$ cat config.mk
export PLATFORM = sky130hd
export DESIGN_NAME = hesap_cekirdegi_flat
export DESIGN_NICKNAME = d
export VERILOG_FILES = /design/src/rtl/hesap_cekirdegi_if.sv /design/src/rtl/hesap_cekirdegi.sv /design/src/flat_wrapper.sv
export SDC_FILE = /design/constraint.sdc
export NUM_CORES = 1
export LEC_CHECK = 0
export BUFFER_PORTS_ARGS = -buffer_cell sky130_fd_sc_hd__buf_2
export CAP_MARGIN = 15
export CORE_UTILIZATION = 39
export DETAILED_ROUTE_END_ITERATION = 12
export GPL_ROUTABILITY_DRIVEN = 0
export GPL_TIMING_DRIVEN = 1
export SLEW_MARGIN = 25
export SYNTH_ARGS = -nofsm -noshare
export SYNTH_HDL_FRONTEND = slang
export SYNTH_SLANG_ARGS = --single-unit
$ cat constraint.sdc
create_clock -name clk -period 9.7 [get_ports clk]
set_input_delay 0.485 -clock clk [delete_from_list [all_inputs] [get_ports clk]]
set_output_delay 0.485 -clock clk [all_outputs]
set_load 0.01 [all_outputs]
$ cat src/rtl/hesap_cekirdegi_if.sv
// Request/result bundle of the calculator arithmetic core.
// master drives requests and consumes results; slave is the core.
interface hesap_cekirdegi_if #(
    parameter int W     = 32,
    parameter int CNT_W = 16
);
    logic             giris_gecerli;
    logic             giris_hazir;
    logic [W-1:0]     sayi1;
    logic [W-1:0]     sayi2;
    logic [2:0]       tur;
    logic             iptal;
    logic             cikis_gecerli;
    logic             cikis_hazir;
    logic [2*W-1:0]   sonuc;
    logic             gecerli;
    logic             tasma;
    logic [CNT_W-1:0] tamamlanan;

    modport master (
        output giris_gecerli, sayi1, sayi2, tur, iptal, cikis_hazir,
        input  giris_hazir, cikis_gecerli, sonuc, gecerli, tasma, tamamlanan
    );

    modport slave (
        input  giris_gecerli, sayi1, sayi2, tur, iptal, cikis_hazir,
        output giris_hazir, cikis_gecerli, sonuc, gecerli, tasma, tamamlanan
    );
endinterface

$ cat src/rtl/hesap_cekirdegi.sv
// Handshaked arithmetic core: add, sub, shift-add multiply, restoring divide
// and digit-by-digit integer square root on W-bit unsigned operands.
module hesap_cekirdegi #(
    parameter int W     = 32,
    parameter int CNT_W = 16
) (
    input logic              clk,
    input logic              rst,
    hesap_cekirdegi_if.slave bus
);
    localparam int H  = W / 2;
    localparam int CW = $clog2(W);

    typedef enum logic [1:0] {IDLE, CALC, DONE} state_t;

    state_t           state;
    logic [CW-1:0]    cnt;
    logic [W-1:0]     a_r;
    logic [W-1:0]     b_r;
    logic [2:0]       op_r;
    logic [2*W-1:0]   prod;
    logic [W-1:0]     shl;
    logic [W-1:0]     rem;
    logic [H-1:0]     root;
    logic [H+1:0]     srem;
    logic [2*W-1:0]   sonuc_r;
    logic             gecerli_r;
    logic             tasma_r;
    logic [CNT_W-1:0] tamamlanan_r;

    logic [W:0]       mul_sum;
    logic [2*W-1:0]   prod_next;
    logic [W:0]       div_shift;
    logic [W:0]       div_diff;
    logic [W-1:0]     rem_next;
    logic [W-1:0]     quot_next;
    logic [H+3:0]     sq_shift;
    logic [H+3:0]     sq_trial;
    logic             sq_ge;
    logic [H+1:0]     srem_next;
    logic [H-1:0]     root_next;
    logic [W:0]       add_ab;
    logic [W:0]       sub_ab;
    logic [2*W-1:0]   res_val;
    logic             res_gecerli;
    logic             res_tasma;

    // shl carries the dividend (or radicand) out MSB-first while the
    // quotient bits enter at the bottom, so after W divide steps it is the quotient
    always_comb begin
        mul_sum   = {1'b0, prod[2*W-1:W]} + {1'b0, a_r};
        prod_next = prod[0] ? {mul_sum, prod[W-1:1]} : {1'b0, prod[2*W-1:1]};

        div_shift = {rem, shl[W-1]};
        div_diff  = div_shift - {1'b0, b_r};
        rem_next  = div_diff[W] ? div_shift[W-1:0] : div_diff[W-1:0];
        quot_next = {shl[W-2:0], ~div_diff[W]};

        sq_shift  = {srem, shl[W-1:W-2]};
        sq_trial  = {2'b00, root, 2'b01};
        sq_ge     = (sq_shift >= sq_trial);
        srem_next = sq_ge ? (H+2)'(sq_shift - sq_trial) : (H+2)'(sq_shift);
        root_next = {root[H-2:0], sq_ge};
    end

    always_comb begin
        add_ab      = {1'b0, a_r} + {1'b0, b_r};
        sub_ab      = {1'b0, a_r} - {1'b0, b_r};
        res_val     = '0;
        res_gecerli = 1'b1;
        res_tasma   = 1'b0;
        case (op_r)
            3'b000: begin
                res_val   = {{(W-1){1'b0}}, add_ab};
                res_tasma = add_ab[W];
            end
            3'b001: begin
                res_val   = {{(W-1){sub_ab[W]}}, sub_ab};
                res_tasma = sub_ab[W];
            end
            3'b010: begin
                res_val   = prod_next;
                res_tasma = |prod_next[2*W-1:W];
            end
            3'b011: begin
                if (b_r == '0) res_gecerli = 1'b0;
                else           res_val     = {rem_next, quot_next};
            end
            3'b100:  res_val     = {W'(srem_next), W'(root_next)};
            default: res_gecerli = 1'b0;
        endcase
    end

    // Iteration count is fixed at accept time; the last CALC step writes the result
    always_ff @(posedge clk or posedge rst) begin
        if (rst) begin
            state        <= IDLE;
            cnt          <= '0;
            a_r          <= '0;
            b_r          <= '0;
            op_r         <= '0;
            prod         <= '0;
            shl          <= '0;
            rem          <= '0;
            root         <= '0;
            srem         <= '0;
            sonuc_r      <= '0;
            gecerli_r    <= 1'b0;
            tasma_r      <= 1'b0;
            tamamlanan_r <= '0;
        end else begin
            case (state)
                IDLE: begin
                    if (bus.giris_gecerli) begin
                        a_r   <= bus.sayi1;
                        b_r   <= bus.sayi2;
                        op_r  <= bus.tur;
                        prod  <= {{W{1'b0}}, bus.sayi2};
                        shl   <= bus.sayi1;
                        rem   <= '0;
                        root  <= '0;
                        srem  <= '0;
                        state <= CALC;
                        case (bus.tur)
                            3'b010:  cnt <= CW'(W - 1);
                            3'b011:  cnt <= (bus.sayi2 == '0) ? '0 : CW'(W - 1);
                            3'b100:  cnt <= CW'(H - 1);
                            default: cnt <= '0;
                        endcase
                    end
                end
                CALC: begin
                    if (bus.iptal) begin
                        state <= IDLE;
                    end else begin
                        prod <= prod_next;
                        rem  <= rem_next;
                        srem <= srem_next;
                        root <= root_next;
                        shl  <= (op_r == 3'b100) ? {shl[W-3:0], 2'b00} : quot_next;
                        cnt  <= cnt - CW'(1);
                        if (cnt == '0) begin
                            sonuc_r   <= res_val;
                            gecerli_r <= res_gecerli;
                            tasma_r   <= res_tasma;
                            state     <= DONE;
                        end
                    end
                end
                DONE: begin
                    if (bus.cikis_hazir) begin
                        state        <= IDLE;
                        tamamlanan_r <= tamamlanan_r + CNT_W'(1);
                    end else if (bus.iptal) begin
                        state <= IDLE;
                    end
                end
                default: state <= IDLE;
            endcase
        end
    end

    assign bus.giris_hazir   = (state == IDLE);
    assign bus.cikis_gecerli = (state == DONE);
    assign bus.sonuc         = sonuc_r;
    assign bus.gecerli       = gecerli_r;
    assign bus.tasma         = tasma_r;
    assign bus.tamamlanan    = tamamlanan_r;
endmodule

$ cat src/flat_wrapper.sv
// flat-port wrapper written by rule: the top's interface ports become plain ports
module hesap_cekirdegi_flat 
#(
    parameter int W     = 32,
    parameter int CNT_W = 16
)
  (clk, rst, bus_giris_gecerli, bus_sayi1, bus_sayi2, bus_tur, bus_iptal, bus_cikis_hazir, bus_giris_hazir, bus_cikis_gecerli, bus_sonuc, bus_gecerli, bus_tasma, bus_tamamlanan);
  hesap_cekirdegi_if #(.W(W), .CNT_W(CNT_W)) bus_i ();
  input logic clk;
  input logic rst;
  input wire logic [$bits(bus_i.giris_gecerli)-1:0] bus_giris_gecerli;
  input wire logic [$bits(bus_i.sayi1)-1:0] bus_sayi1;
  input wire logic [$bits(bus_i.sayi2)-1:0] bus_sayi2;
  input wire logic [$bits(bus_i.tur)-1:0] bus_tur;
  input wire logic [$bits(bus_i.iptal)-1:0] bus_iptal;
  input wire logic [$bits(bus_i.cikis_hazir)-1:0] bus_cikis_hazir;
  output wire logic [$bits(bus_i.giris_hazir)-1:0] bus_giris_hazir;
  output wire logic [$bits(bus_i.cikis_gecerli)-1:0] bus_cikis_gecerli;
  output wire logic [$bits(bus_i.sonuc)-1:0] bus_sonuc;
  output wire logic [$bits(bus_i.gecerli)-1:0] bus_gecerli;
  output wire logic [$bits(bus_i.tasma)-1:0] bus_tasma;
  output wire logic [$bits(bus_i.tamamlanan)-1:0] bus_tamamlanan;
  assign bus_i.giris_gecerli = bus_giris_gecerli;
  assign bus_i.sayi1 = bus_sayi1;
  assign bus_i.sayi2 = bus_sayi2;
  assign bus_i.tur = bus_tur;
  assign bus_i.iptal = bus_iptal;
  assign bus_i.cikis_hazir = bus_cikis_hazir;
  assign bus_giris_hazir = bus_i.giris_hazir;
  assign bus_cikis_gecerli = bus_i.cikis_gecerli;
  assign bus_sonuc = bus_i.sonuc;
  assign bus_gecerli = bus_i.gecerli;
  assign bus_tasma = bus_i.tasma;
  assign bus_tamamlanan = bus_i.tamamlanan;
  hesap_cekirdegi #(.W(W), .CNT_W(CNT_W)) u_core (.clk(clk), .rst(rst), .bus(bus_i));
endmodule
==> summary.txt, run 1 <==
Yosys
  – Mapped cell area: 22,700 µm²
  – Net count after synthesis: 3,011
  – Syn Area/Cell: 8.16 µm²
  – Syn Inst Count: 2,786
  – Post-synthesis sequential area ratio: 35.0%
  – Yosys cell types: 82
  – Yosys top cell by area: dfrtp_1
  – Top cells by area, synth: dfrtp_1 (35%), ha_1 (8.2%), nand2_1 (7.6%)
  – Number of synthesized flops with an enable pin: 0
  – Share of the synthesized area in the top cell type: 35.0%
  – #FFs+latches synth: 318
  – Fraction of registers with async set/reset: 100%
  – Synth Warn #: 0
  – Main synth FF type: dfrtp_1

Drt
  – Drt via density: 6.21
  – Avg WL per Cell: 23.8 µm
  – DR vias: 22,600
  – Routed Antenna Nets: 0
  – DRT iter0 DRCs: 2,513
  – Post-Route WL: 86,700 µm
  – Drt first pass iters: 7
  – DRC viols: 0

Die
  – Initial core utilization: 39.4%
  – Overall die width: 244 µm
  – Total I/O pin count: 156
  – Die Y: 244 µm
  – Row count: 88
  – Die area: 59,300 µm²
  – Core Area: 57,700 µm²

Timing
  – RSZ-0062 raised after global routing: false
  – Final min period: 4.58 ns
  – TNS Setup: 0 ns
  – Fin Clk Skew: 0.0236 ns
  – Hold Vio Cnt, Final: 0
  – Max Fclk: 0.218 GHz
  – # setup viols final: 0
  – Slew Limit Fails: 0
  – Worst-margin pin slew: 1.04 ns
  – Relative slew slack: 30.4%
  – Final period util: 47.3%

CTS
  – Clk_lat worst skew: 0.59 ns
  – Post-CTS setup buffer count: 0
  – H-tree levels: 2
  – Hold-fix buffers, CTS: 0
  – CTS resizes: 0
  – Clock buffer depth: 3
  – Clock net sink count: 318
  – CTS Buf Count: 40
  – Root buffer cell: clkbuf_16
  – Clock-pin slew on the worst setup and hold paths: 0.06 ns
  – CTS tree: built

Worst setup path
  – Worst Path Required: 10.10 ns
  – Reg2reg path depth: 15
  – RR Endpoint: u_core.rem[4]
  – Slowest stage delay, CP: 0.84 ns
  – Critical path capture point type: register
  – R2R Path Start: u_core.shl[31]
  – CP top delay family: compound AO/OA/AOI/OAI gates
  – Worst Path Max Fanout: 10
  – Buf+Inv Stages, Crit Path: 3
  – Reg2Reg Setup Slack: 5.12 ns
  – Slowest CP cell: xor2_1
  – Crit path cell chain: inv_1 > ha_1 > inv_1 > fa_1 > a211oi_2 > o21ai_0 > and3_1 > or3b_4 > o21a_1 > a311oi_4 > xor2_1 > buf_4 > nor3_1 > a21oi_1 > o21ai_0
  – Type of the worst setup path: register to register
  – Crit path launch type: register
  – Crit path DAT: 4.99 ns

Global routing
  – Vias in the first global route: 21,600
  – Total Routing Usage GR: 28.9%
  – First-pass GRT wire length: 133,000 µm
  – GRT overflow: 0
  – Initial antenna violation count: 4
  – Largest net degree at the start of global routing: 116

Layout
  – FF/Latch Area: 7960 µm²
  – Share of layout cells above drive strength 1: 10.3%
  – Fillcell total: 5,712
  – Multi-input logic area: 13,800 µm²
  – Final Instance Area: 25,700 µm²
  – Layout area overhead: 12.9%
  – Nets@finish: 3,066

Power
  – Power Density: 410 nW/µm²
  – Peak supply drop: 0.210 mV
  – Overall power: 10.5 mW
  – Pleak: 11.9 nW

Flow run
  – Max-Cap Viols: 0

Min path
  – Min-Delay Path Class: input pin to async pin

Place
  – Post-DP Area: 24,100 µm²
  – Final HPWL DP: 63,100 µm
  – Buffers on Ports: 155

Status
  – Run status: finished, final reports clean
Yosys cell counts (all sizes together) (6+ instances only):
library cell,instances
nand2,459
dfrtp,318
o21ai,276
a21oi,220
nor2,164
clkbuf,149
ha,149
inv,113
nand3,67
a31oi,57
mux2i,55
a21o,54
xnor2,52
nor3,46
nand2b,37
a22oi,28
o21a,27
a22o,26
nand4,26
nor2b,25
a222oi,24
nor4,24
a221oi,23
buf,23
o31ai,23
o221ai,22
xor2,22
o211ai,20
or3,20
o22ai,18
a211oi,17
and2,17
and3,17
o21bai,17
a221o,13
a211o,9
or4,9
a2111oi,8
o211a,8
o31a,8
a21boi,7
a311o,6
a41oi,6
mux2,6
cells in the final DEF, fill, tap and decap left out, types with 17 or more instances in the layout:
cell,Yosys,final
a21o_1,54,54
nor3_1,46,45
nand4_1,26,26
a22oi_1,28,28
o21bai_1,17,17
nand3_1,67,67
a221oi_1,23,23
a22o_1,26,26
mux2i_1,55,55
nand2_1,459,454
o221ai_1,22,22
a21oi_1,219,219
nand2b_1,37,35
nor4_1,24,24
dfrtp_1,318,318
ha_1,149,149
buf_2,6,155
xor2_1,22,22
o21a_1,27,27
nor2_1,164,163
o211ai_1,20,20
clkbuf_16,0,41
buf_4,1,29
a222oi_1,24,24
o22ai_1,18,18
xnor2_1,51,51
inv_1,113,111
or3_1,20,19
a31oi_1,57,57
o21ai_0,271,271
o31ai_1,23,23
nor2b_1,25,23
registers in the layout, indices dropped and copies added, names as in the netlist:
name                   flops
u_core.bus.sonuc          64
u_core.prod               64
u_core.a_r                32
u_core.b_r                32
u_core.rem                32
u_core.shl                32
u_core.srem               18
u_core.bus.tamamlanan     16
u_core.root               16
u_core.cnt                 5
u_core.op_r                3
u_core.state               2
u_core.bus.gecerli         1
u_core.bus.tasma           1
cell type report:
| class | count | area share, % |
|---|---|---|
| Timing Repair Buffer | 185 | 3.91 |
| Sequential cell | 318 | 31.0 |
| Antenna cell | 1 | 0.00975 |
| Multi-Input combinational cell | 2183 | 53.6 |
| Clock buffer | 51 | 4.34 |
| Inverter | 113 | 1.68 |
| Clock inverter | 21 | 1.69 |
| Tap cell | 765 | 3.73 |
where the power goes:
part,switching [mW],total [mW],internal [mW]
Clock,0.653,1.79,1.14
Sequential,0.539,2.33,1.79
Combinational,4.09,6.42,2.33
Total,5.28,10.5,5.25
per-stage QoR:
stage	util [%]	std cells	hold slack [ns]	setup WS [ns]
4_1_cts	44.5	3636	0.0804	5.14
5_1_grt	44.5	3636	0.0883	4.85
6_report	44.5	3637	0.0743	5.12
2_1_floorplan	-	2786	0.451	0.415
3_5_place_dp	41.8	3564	0.462	5.21
3_3_place_gp	41.8	3564	0.453	5.21
worst max path at each step:
| stage | slack, ns | start | cells past startpoint | to |
|---|---|---|---|---|
| floorplan | 0.42 | rst | 1 | u_core.a_r[0] |
| global placement | 5.21 | u_core.b_r[0] | 12 | u_core.bus.tasma |
| detailed placement | 5.21 | u_core.shl[31] | 15 | u_core.rem[4] |
| CTS | 5.14 | u_core.b_r[0] | 12 | u_core.bus.tasma |
| global route | 4.85 | u_core.shl[31] | 15 | u_core.rem[4] |
| finish | 5.12 | u_core.shl[31] | 15 | u_core.rem[4] |
worst reg2reg max path, stage by stage, from the launching register on:
cell and delay, ns:
dfrtp_1 0.39, inv_1 0.15, ha_1 0.20, inv_1 0.06, fa_1 0.44, a211oi_2 0.24, o21ai_0 0.17, and3_1 0.22
or3b_4 0.43, o21a_1 0.27, a311oi_4 0.41, xor2_1 0.84, buf_4 0.29, nor3_1 0.06, a21oi_1 0.16, o21ai_0 0.10
kinds of logic after synthesis:
group,after synthesis,synth area share (%)
AOI/OAI and AO/OA,965,27.7
and+or+nand+nor,930,18.3
DFF,318,35.0
buffers and inverters,285,4.82
adders and majority gates,153,8.55
xor gates and xnor gates,74,2.88
muxes,61,2.72
routing by layer:
metal	track usage, %	routed length, µm
met1	38.6	36000
met2	44.2	37600
met3	5.98	8210
met4	14.3	4850
met5	0	35
No activity file was read; power rests on OpenSTA's default activity.
==> run 2, diff against run 1 <==
==> constraint.sdc (replaced) <==
create_clock -name clk -period 4.2 [get_ports clk]
set_input_delay 0.21 -clock clk [delete_from_list [all_inputs] [get_ports clk]]
set_output_delay 0.21 -clock clk [all_outputs]
set_load 0.01 [all_outputs]
==> run 2 against run 1 <==
Against the previous run:
- die area stayed put
- maximum frequency grew 13%
- worst hold slack better by 0.065 ns
- wire length up 2.2%
- first-iteration DRC count shrank 4.8%
- power is 130% higher
- critical path depth down 3
- via count grew 2.6%
- critical path type unchanged
==> summary.txt, run 2 (same netlist as run 1, synthesis figures left out) <==
Die
  – Die Y: 244 µm (unchanged)
  – Row count: 88 (unchanged)
  – Initial core utilization: 39.4% (unchanged)
  – Total I/O pin count: 156 (unchanged)
  – Die area: 59,300 µm² (unchanged)
  – Overall die width: 244 µm (unchanged)
  – Core Area: 57,700 µm² (unchanged)

Worst setup path
  – Worst Path Max Fanout: 7 (-3)
  – Critical path capture point type: register
  – Type of the worst setup path: register to register
  – Crit path DAT: 4.48 ns (-0.51 ns)
  – Reg2reg path depth: 12 (-3)
  – Crit path launch type: register
  – Worst Path Required: 4.64 ns (-5.46 ns)
  – R2R Path Start: u_core.a_r[1]
  – Setup crit start: u_core.a_r[1]

Timing
  – Relative slew slack: 30.3% (-0.043 points)
  – Hold Vio Cnt, Final: 0 (unchanged)
  – Worst-margin pin slew: 1.05 ns (+0.000650 ns)
  – Final period util: 96.2% (+49 points)
  – Final min period: 4.04 ns (-0.544 ns)
  – Fin Clk Skew: 0.0186 ns (-0.00506 ns)
  – # setup viols final: 0 (unchanged)
  – RSZ-0062 raised after global routing: true
  – Slew Limit Fails: 0 (unchanged)
  – Max Fclk: 0.248 GHz (+13%)
  – Worst setup margin: 0.160 ns (-4.96 ns)

Global routing
  – Largest net degree at the start of global routing: 132 (+14%)
  – Total Routing Usage GR: 29.2% (+0.33 points)
  – First-pass GRT wire length: 134,000 µm (+1.1%)
  – GRT busiest layer: met2
  – Met3 Use GR: 5.03% (-0.95 points)
  – GRT overflow: 0 (unchanged)
  – Met1 Track Usage GR: 39.6% (+1.1 points)
  – Initial antenna violation count: 0 (-4)
  – Vias in the first global route: 21,800 (+1.0%)
  – GRT met2 Usage: 44.3% (+0.19 points)

Place
  – Placed Cells: 3,612 (+1.3%)
  – Final HPWL DP: 65,300 µm (+3.4%)
  – Buffers on Ports: 155 (unchanged)
  – Setup Slack @ Placement: -0.147 ns (-5.36 ns)

Min path
  – Min-Delay Path Class: input pin to async pin

Layout
  – Layout area overhead: 16.7%
  – Share of layout cells above drive strength 1: 11.6% (+1.4 points)
  – Post-route insts no fill: 3,754 (+3.2%)
  – Most frequent cells in the layout: nand2_1 (454), dfrtp_1 (318), o21ai_0 (270)
  – Fillcell total: 5,698 (-0.25%)
  – FF/Latch Area: 7960 µm² (unchanged)
  – Nets@finish: 3,185 (+3.9%)
  – Multi-input logic area: 13,800 µm² (+0.39%)
  – ANT cells: 0 (-1)
  – Most common cell after layout, fill and taps aside: nand2_1

Drt
  – Post-Route WL: 88,500 µm (+2.2%)
  – DR vias: 23,200 (+2.6%)
  – Drt via density: 6.17 (-0.58%)
  – DRC viols: 0 (unchanged)
  – DRT iter0 DRCs: 2,392 (-4.8%)
  – Drt first pass iters: 9 (+2)
  – Avg WL per Cell: 23.6 µm (-1.0%)
  – Routed Antenna Nets: 0 (unchanged)

Status
  – Run status: finished, final reports clean

CTS
  – Clk_lat worst skew: 0.58 ns (about the same)
  – Clock buffer depth: 3 (unchanged)
  – CTS Buf Count: 40 (unchanged)
  – H-tree levels: 2 (unchanged)
  – Clock net sink count: 318 (unchanged)
  – CTS tree: built
  – Clock-pin slew on the worst setup and hold paths: 0.06 ns (about the same)
  – Root buffer cell: clkbuf_16

Flow run
  – Max-Cap Viols: 0 (unchanged)

Power
  – Peak supply drop: 0.379 mV (+80%)
  – Pleak: 12.3 nW (+3.5%)
  – Overall power: 24.4 mW (+130%)
  – Power Density: 918 nW/µm² (+120%)
## run 2: stage by stage
| stage | util (%) | setup TNS [ns] | hold slack, ns | cell area [µm²] |
|---|---|---|---|---|
| floorplan | - | -79.13 | 0.276 | 22700 |
| global placement | 42.5 | -0.142 | 0.178 | 24500 |
| detailed placement | 42.5 | -0.147 | 0.169 | 24500 |
| CTS | 45.9 | 0 | 0.136 | 26500 |
| global route | 46.0 | -0.0374 | 0.152 | 26500 |
| finish | 46.0 | 0 | 0.139 | 26500 |
## run 2: timing repair
item	4_1_cts	5_1_grt
endpoints found under the setup margin	1	19
hold buffers	70	0
resized for setup	3	10
hold endpoints to repair	133	0
pin swaps	0	1
setup buffers	0	1
## run 2: path summary, 6_finish.rpt
check	endpoint	slack, ns
worst max-delay path	u_core.bus.tasma	0.16
worst max register to register	u_core.bus.tasma	0.16
min in group clk	u_core.prod[12]	0.23
worst min-delay path	u_core.prod[57]	0.14
max in group asynchronous	u_core.bus.tamamlanan[10]	2.95
worst min register to register	u_core.bus.tamamlanan[15]	0.47
## run 2: power by group
group	switching, mW	total (mW)	leakage (nW)	internal, mW
combinational	9.65	15.6	7.54	5.90
clock	1.42	3.40	0.623	1.98
sequential	1.27	5.40	4.11	4.13
total	12.3	24.4	12.3	12.0
## run 2: worst max-delay path, cell delays in order (launching register included)
cell and delay, ns:
dfrtp_1 0.47, inv_1 0.11, fa_1 0.43, nor2b_1 0.22
o31a_1 0.27, o21a_2 0.26, o21a_1 0.33, o211a_1 0.31
and4_1 0.21, nand4b_1 0.22, or4_1 0.60, nor4_2 0.41
nor2_1 0.07
## run 2: cell type report
type / instances / share of cell area, %
Timing Repair Buffer: 304 / 7.94
Sequential cell: 318 / 30.0
Clock inverter: 12 / 0.372
Multi-Input combinational cell: 2183 / 52.1
Tap cell: 765 / 3.61
Clock buffer: 59 / 4.38
Inverter: 113 / 1.61
## run 2: per-layer routing
| metal | vias up | wire [µm] |
|---|---|---|
| met4 | 0 | 5210 |
| li1 | 10500 | - |
| met1 | 11200 | 37300 |
| met3 | 262 | 7610 |
| met5 | - | 0 |
| met2 | 1164 | 38400 |
